### config.mk
export PLATFORM = sky130hd
export DESIGN_NAME = cache_victim_select_flat
export DESIGN_NICKNAME = d
export VERILOG_FILES = /design/src/rtl/cache_victim_select_if.sv /design/src/rtl/cache_victim_select.sv /design/src/flat_wrapper.sv
export SDC_FILE = /design/constraint.sdc
export NUM_CORES = 1
export LEC_CHECK = 0
export ABC_AREA = 1
export CELL_PAD_IN_SITES_DETAIL_PLACEMENT = 1
export CELL_PAD_IN_SITES_GLOBAL_PLACEMENT = 2
export CORE_MARGIN = 10
export CORE_UTILIZATION = 19
export DETAILED_ROUTE_END_ITERATION = 10
export GPL_TIMING_DRIVEN = 1
export PLACE_DENSITY = 0.77
export SYNTH_ARGS = -nofsm -noshare
export SYNTH_HDL_FRONTEND = slang
export SYNTH_SLANG_ARGS = --single-unit
export TNS_END_PERCENT = 20
### constraint.sdc
create_clock -name clock -period 3.03 [get_ports clock]
set_clock_uncertainty 0.05 [all_clocks]
set_input_delay 0.909 -clock clock [delete_from_list [all_inputs] [get_ports clock]]
set_output_delay 0.909 -clock clock [all_outputs]
set_load 0.005 [all_outputs]
### src/rtl/cache_victim_select_if.sv
// Miss/victim handshake bundle between the cache controller and cache_victim_select.
// master = requester side (drives miss/fill inputs), slave = the selector.
interface cache_victim_select_if #(
    parameter int NUMWAYS = 4
);
    logic               FlushStage;
    logic               MissReq;
    logic [NUMWAYS-1:0] ValidWay;
    logic [NUMWAYS-1:0] LFSRVictimWay;
    logic               FillDone;
    logic [NUMWAYS-1:0] VictimWay;
    logic               VictimValid;
    logic               VictimEvict;
    logic               LFSRWriteEn;
    logic               Busy;

    modport master (
        output FlushStage, MissReq, ValidWay, LFSRVictimWay, FillDone,
        input  VictimWay, VictimValid, VictimEvict, LFSRWriteEn, Busy
    );

    modport slave (
        input  FlushStage, MissReq, ValidWay, LFSRVictimWay, FillDone,
        output VictimWay, VictimValid, VictimEvict, LFSRWriteEn, Busy
    );
endinterface

### src/rtl/cache_victim_select.sv
// Victim-way selector and fill sequencer (IDLE/SELECT/FILL/DONE).
// Build option: define VICTIM_INVALID_FIRST_EN to prefer the lowest invalid way over the LFSR way.

// One way of a lowest-set-bit priority chain.
module cache_victim_select_lane (
    input  logic i_bit,
    input  logic i_below,
    output logic o_pick,
    output logic o_any
);
    assign o_pick = i_bit & ~i_below;
    assign o_any  = i_bit | i_below;
endmodule

module cache_victim_select #(
    parameter int NUMWAYS = 4
) (
    input  logic                  clock,
    input  logic                  reset,
    cache_victim_select_if.slave  bus
);
    typedef enum logic [1:0] {S_IDLE, S_SELECT, S_FILL, S_DONE} state_t;

    state_t             r_state;
    state_t             w_state_nxt;
    logic [NUMWAYS-1:0] r_victim_way;
    logic               r_victim_evict;

    logic [NUMWAYS-1:0] w_lfsr_pick;
    logic [NUMWAYS:0]   w_lfsr_any;
    logic [NUMWAYS-1:0] w_lfsr_vic;
    logic [NUMWAYS-1:0] w_victim;
    logic               w_evict;
    logic               w_load;

    // Sanitise the LFSR way: keep the lowest set bit, fall back to way 0 when empty.
    assign w_lfsr_any[0] = 1'b0;
    cache_victim_select_lane u_lfsr_lane [NUMWAYS-1:0] (
        .i_bit   (bus.LFSRVictimWay),
        .i_below (w_lfsr_any[NUMWAYS-1:0]),
        .o_pick  (w_lfsr_pick),
        .o_any   (w_lfsr_any[NUMWAYS:1])
    );
    assign w_lfsr_vic = w_lfsr_any[NUMWAYS] ? w_lfsr_pick : NUMWAYS'(1);

`ifdef VICTIM_INVALID_FIRST_EN
    logic [NUMWAYS-1:0] w_inv_pick;
    logic [NUMWAYS:0]   w_inv_any;

    assign w_inv_any[0] = 1'b0;
    cache_victim_select_lane u_inv_lane [NUMWAYS-1:0] (
        .i_bit   (~bus.ValidWay),
        .i_below (w_inv_any[NUMWAYS-1:0]),
        .o_pick  (w_inv_pick),
        .o_any   (w_inv_any[NUMWAYS:1])
    );
    // Any invalid way avoids an eviction entirely.
    assign w_victim = w_inv_any[NUMWAYS] ? w_inv_pick : w_lfsr_vic;
    assign w_evict  = ~w_inv_any[NUMWAYS];
`else
    assign w_victim = w_lfsr_vic;
    assign w_evict  = |(bus.ValidWay & w_lfsr_vic);
`endif

    always_comb begin
        w_state_nxt = r_state;
        w_load      = 1'b0;
        case (r_state)
            S_IDLE:   if (bus.MissReq && !bus.FlushStage) w_state_nxt = S_SELECT;
            S_SELECT: begin
                if (bus.FlushStage) begin
                    w_state_nxt = S_IDLE;
                end else begin
                    w_state_nxt = S_FILL;
                    w_load      = 1'b1;
                end
            end
            // A fill completing under flush is already committed, so it still advances the LFSR.
            S_FILL: begin
                if (bus.FillDone)        w_state_nxt = S_DONE;
                else if (bus.FlushStage) w_state_nxt = S_IDLE;
            end
            S_DONE:   w_state_nxt = S_IDLE;
            default:  w_state_nxt = S_IDLE;
        endcase
    end

    always_ff @(posedge clock or posedge reset) begin
        if (reset) begin
            r_state        <= S_IDLE;
            r_victim_way   <= '0;
            r_victim_evict <= 1'b0;
        end else begin
            r_state <= w_state_nxt;
            if (w_load) begin
                r_victim_way   <= w_victim;
                r_victim_evict <= w_evict;
            end
        end
    end

    assign bus.VictimWay   = r_victim_way;
    assign bus.VictimEvict = r_victim_evict;
    assign bus.VictimValid = (r_state == S_FILL);
    assign bus.LFSRWriteEn = (r_state == S_DONE);
    assign bus.Busy        = (r_state != S_IDLE);
endmodule

### src/flat_wrapper.sv
// flat-port wrapper written by rule: the top's interface ports become plain ports
module cache_victim_select_flat 
#(
    parameter int NUMWAYS = 4
)
  (clock, reset, bus_FlushStage, bus_MissReq, bus_ValidWay, bus_LFSRVictimWay, bus_FillDone, bus_VictimWay, bus_VictimValid, bus_VictimEvict, bus_LFSRWriteEn, bus_Busy);
  cache_victim_select_if #(.NUMWAYS(NUMWAYS)) bus_i ();
  input  logic clock;
  input  logic reset;
  input wire logic [$bits(bus_i.FlushStage)-1:0] bus_FlushStage;
  input wire logic [$bits(bus_i.MissReq)-1:0] bus_MissReq;
  input wire logic [$bits(bus_i.ValidWay)-1:0] bus_ValidWay;
  input wire logic [$bits(bus_i.LFSRVictimWay)-1:0] bus_LFSRVictimWay;
  input wire logic [$bits(bus_i.FillDone)-1:0] bus_FillDone;
  output wire logic [$bits(bus_i.VictimWay)-1:0] bus_VictimWay;
  output wire logic [$bits(bus_i.VictimValid)-1:0] bus_VictimValid;
  output wire logic [$bits(bus_i.VictimEvict)-1:0] bus_VictimEvict;
  output wire logic [$bits(bus_i.LFSRWriteEn)-1:0] bus_LFSRWriteEn;
  output wire logic [$bits(bus_i.Busy)-1:0] bus_Busy;
  assign bus_i.FlushStage = bus_FlushStage;
  assign bus_i.MissReq = bus_MissReq;
  assign bus_i.ValidWay = bus_ValidWay;
  assign bus_i.LFSRVictimWay = bus_LFSRVictimWay;
  assign bus_i.FillDone = bus_FillDone;
  assign bus_VictimWay = bus_i.VictimWay;
  assign bus_VictimValid = bus_i.VictimValid;
  assign bus_VictimEvict = bus_i.VictimEvict;
  assign bus_LFSRWriteEn = bus_i.LFSRWriteEn;
  assign bus_Busy = bus_i.Busy;
  cache_victim_select #(.NUMWAYS(NUMWAYS)) u_core (.clock(clock), .reset(reset), .bus(bus_i));
endmodule
# Word-level counts from Yosys, hierarchy flattened
# Cells that the tools add are included.
# op_classes
n_reduce_logical	6
n_eq_ne	5
shifts	0
multipliers	0
n_div	0
n_mux	8
bitwise	10
order_cmp	0
addsub	0
# ops
cell	count
2-bit two-way mux	4
2-bit case mux with 4 select lines	1
4-bit bitwise AND	1
2-bit equality test (second input constant)	2
4-bit two-way mux	1
4-bit OR reduction	1
1-bit bitwise AND	3
3-bit inequality test (second input constant)	1
1-bit NOT	3
1-bit bitwise OR	3
2-bit by 1-bit equality test with 1-bit output (second input constant)	1
2-bit zero test	1
1-bit two-way mux	2
2-bit by 1-bit inequality test with 1-bit output (second input constant)	1
2-bit AND reduction	1
2-bit nonzero test	1
1-bit logical AND	1
1-bit zero test	1
# totals
word_cells	32
rom_bits	0
latchBits	0
regBits	7
inputBits	13
n_memories	0
ramBits	0

# Logic depth before layout (Yosys ltp)
# depth
word_depth	7
mapped_depth	5
ltp_nobuf	5

# Cells and area by module
# A second synthesis with hierarchy kept.
# unflattened
cells_unflattened	65
area_unflattened_um2	419.2
# modules_own_cells
module	cells_each	area_each_um2	seq_area_each_um2	n_inst
cache_victim_select	49	359.1	175.2	1
cache_victim_select_lane	4	15.0	0.0	4

# Least setup slack after synthesis
# No wires, ideal clock.
# synth_timing
path_kind	flip-flop to output port
from	register u_core.r_state[1]
to	output bus_VictimValid
t_arrival_ps	603
path_stages_with_launch	3
required_time_ps	2071
setup_slack_ps	1468
cell_sequence	dfrtp_1 > inv_1 > nor2_1
# synth_via
elab_chain_cells	1
# synth_lines
element	line	rtl
from (decl)	cache_victim_select.sv:24	state_t r_state;
from (signal assigned)	cache_victim_select.sv:94	r_state <= w_state_nxt;
2-bit equality test	cache_victim_select.sv:104	assign bus.VictimValid = (r_state == S_FILL);
to (decl)	flat_wrapper.sv:16	output wire logic [$bits(bus_i.VictimValid)-1:0] bus_VictimValid;
# Every way passes these cells.

# Worst setup path in the final report
# Ends and elaborated chain as after synthesis.

==> metrics.txt <==
status finished clean; Clk pin slew, worst setup/hold paths 0.05 ns; CP Launch Type flop; syn nets 60; layout cells sized above 1 9.859%; most common cell after layout, fill and taps aside clkdlybuf4s50_1; Post-DP Area 594.3 sq um; final non-filler cell total 96; Yosys top cell by area dfrtp_1; pwr/cell area 682.8 nW/um^2; unique cell type count in the Yosys netlist 12; initial antenna violation count 0; Max-slew headroom 80.75%; crit-path max FO 3; largest family of logic cells by synthesized area simple AND/OR/NAND/NOR gates; Slew Limit Fails 0; Synth top area share 48.28%; Net Sw Frac 31.84%; wire per inst 11.11 um; vias 378; sequential power share 37.0%; detailed placement HPWL 932.3 um; Post-CTS Setup Inserts 0; Final Wtd Congestion 0.6699; nets@finish 85; slowest CP cell clkdlybuf4s50_1; DR pass1 iterations 2; Ys Warns 0; synthesized-area fraction occupied by adder cells 0%; post-synthesis xor/xnor area fraction 0%; worst hold path type flop to flop; post-DR vias/cell 3.938; Worst Path Required 2.07 ns; proportion of power drawn by the clock network 20.3%; Synth Register Bits 7; combinational power share 42.7%; Layout area overhead 71.03%; clock latency on the worst-skew pair 0.26 ns; ranking of synthesized cells by area dfrtp_1, nand2_1, nand3_1, inv_1, nor3_4; Gate Count Post-Synth 47; number of diodes 0; Critical Path AT 1.43 ns; Cells after DPL 92; worst vdd ir 200.2 uV; Initial Util 20.57%; setup TNS 0 ns; Cell Area, Synth 362.8 sq um; Detailed Route WL 1067 um; IO Count 21; Worst setup EP type output port; # port buffers 20; Seq/Total Area, Yosys 48.28%; clock sink total 7; drt drc 0; CTS tree built; worst hold slack 0.4363 ns; first-pass GRT wire length 1704 um; cell-internal power 288.8 uW; die span in y 63.70 um; Compound-Gate Fraction of Synth Area 3.448%; Rows 15; Max Cap Viol 0; ratio of final minimum period to clock period 78.97%; CP cell instances inv_1 > nor2_1 > clkdlybuf4s50_1; Starting DRT DRC Count 2; DRT antenna net count 0; Lkg Pwr 0.0002915 uW; Syn Area/Cell 7.720 sq um; largest net degree at the start of global routing 8; total CTS buffers 3; Fmax 0.4179 GHz; vias in the first global route 417; total grt overflow 0; root buffer cell clkbuf_4; Hold Vio Cnt, Final 0; Die Wd 63.70 um; CTS max path bufs 2; CP peak stage delay 0.53 ns; reg2reg setup slack 1.86 ns; htree depth 1; Final Instance Area 620.6 sq um; count of final setup violators 0; Die ar. 4058 sq um; mux contribution to synthesized area 0%; Post-CTS Hold Buffers 0; crit path kind flop to output port; Least-Margin Pin Slew 0.2878 ns; Core Area 1764 sq um; NetSw 134.9 uW; RSZ-0062 raised after global routing false; Synth Area in Simple Gates 40.00%; post-cts sizing count 0; Final min period 2.393 ns; most frequent cells in the layout clkdlybuf4s50_1, nand2_1, nand3_1, dfrtp_1, inv_1; GRT Total Usage 5.528%
-- cells by family after synthesis --
group | after synthesis
AND/OR/NAND/NOR | 30
buffers and inverters | 8
flip-flops | 7
AO/OA/AOI/OAI | 2
-- flip-flops by register name, indices dropped and copies added (netlist names) --
name                    count
u_core.bus.VictimWay        4
u_core.r_state              2
u_core.bus.VictimEvict      1
-- worst paths after layout --
kind	startpoint	endpoint	cells past startpoint
max	u_core.r_state[1]	bus_VictimValid	3
min	u_core.bus.VictimWay[0]	u_core.bus.VictimWay[0]	2
max reg2reg	u_core.r_state[1]	u_core.bus.VictimEvict	4
min reg2reg	u_core.bus.VictimWay[0]	u_core.bus.VictimWay[0]	2
max in group asynchronous	reset	u_core.bus.VictimWay[1]	2
min in group asynchronous	reset	u_core.bus.VictimEvict	2
-- metal layers --
| metal | track usage (%) | wire, um |
|---|---|---|
| met4 | 4.098 | 29 |
| met2 | 8.794 | 476 |
| met5 | 0 | 0 |
| met1 | 5.227 | 488 |
| met3 | 3.180 | 73 |
-- layout make-up --
cell class / count / area (sq um)
flip-flops and latches: 7 / 175.2
clock buffers: 4 / 26.28
multi-input cells: 32 / 157.7
repair buffers: 20 / 200.2
fillers: 229 / 1144
well taps: 25 / 31.28
inverters: 8 / 30.03
-- worst max-delay path, delay by kind of cell (launching register included) --
family	cells	cell delay (ns)
AND/OR/NAND/NOR	1	0.16
buffers and inverters	2	0.61
flip-flops	1	0.41
-- stage by stage --
step	setup WS (ns)	power [uW]	util, %
2_1_floorplan	1.468	222.3	-
3_3_place_gp	0.8453	341.3	33.69
3_5_place_dp	0.8518	345.2	33.69
4_1_cts	0.6145	434.5	35.18
5_1_grt	0.5604	460.3	35.18
6_report	0.6373	423.7	35.18
-- Yosys cell counts (all sizes together) --
cell and number:
dfrtp 7, inv 8, nand2 15, nand3 9, nand3b 1, nand4 1, nor2 3, nor3 1
o21ai 1, o31ai 1
-- power groups by stage --
stage / Combinational [uW] / Clock (uW) / Sequential (uW)
floorplan: 65.4 / 0 / 157
global placement: 184 / 0 / 157
detailed placement: 187 / 0 / 158
CTS: 187 / 90.2 / 157
global route: 201 / 97.5 / 161
finish: 181 / 86.1 / 157
No activity file was read; power rests on OpenSTA's default activity.
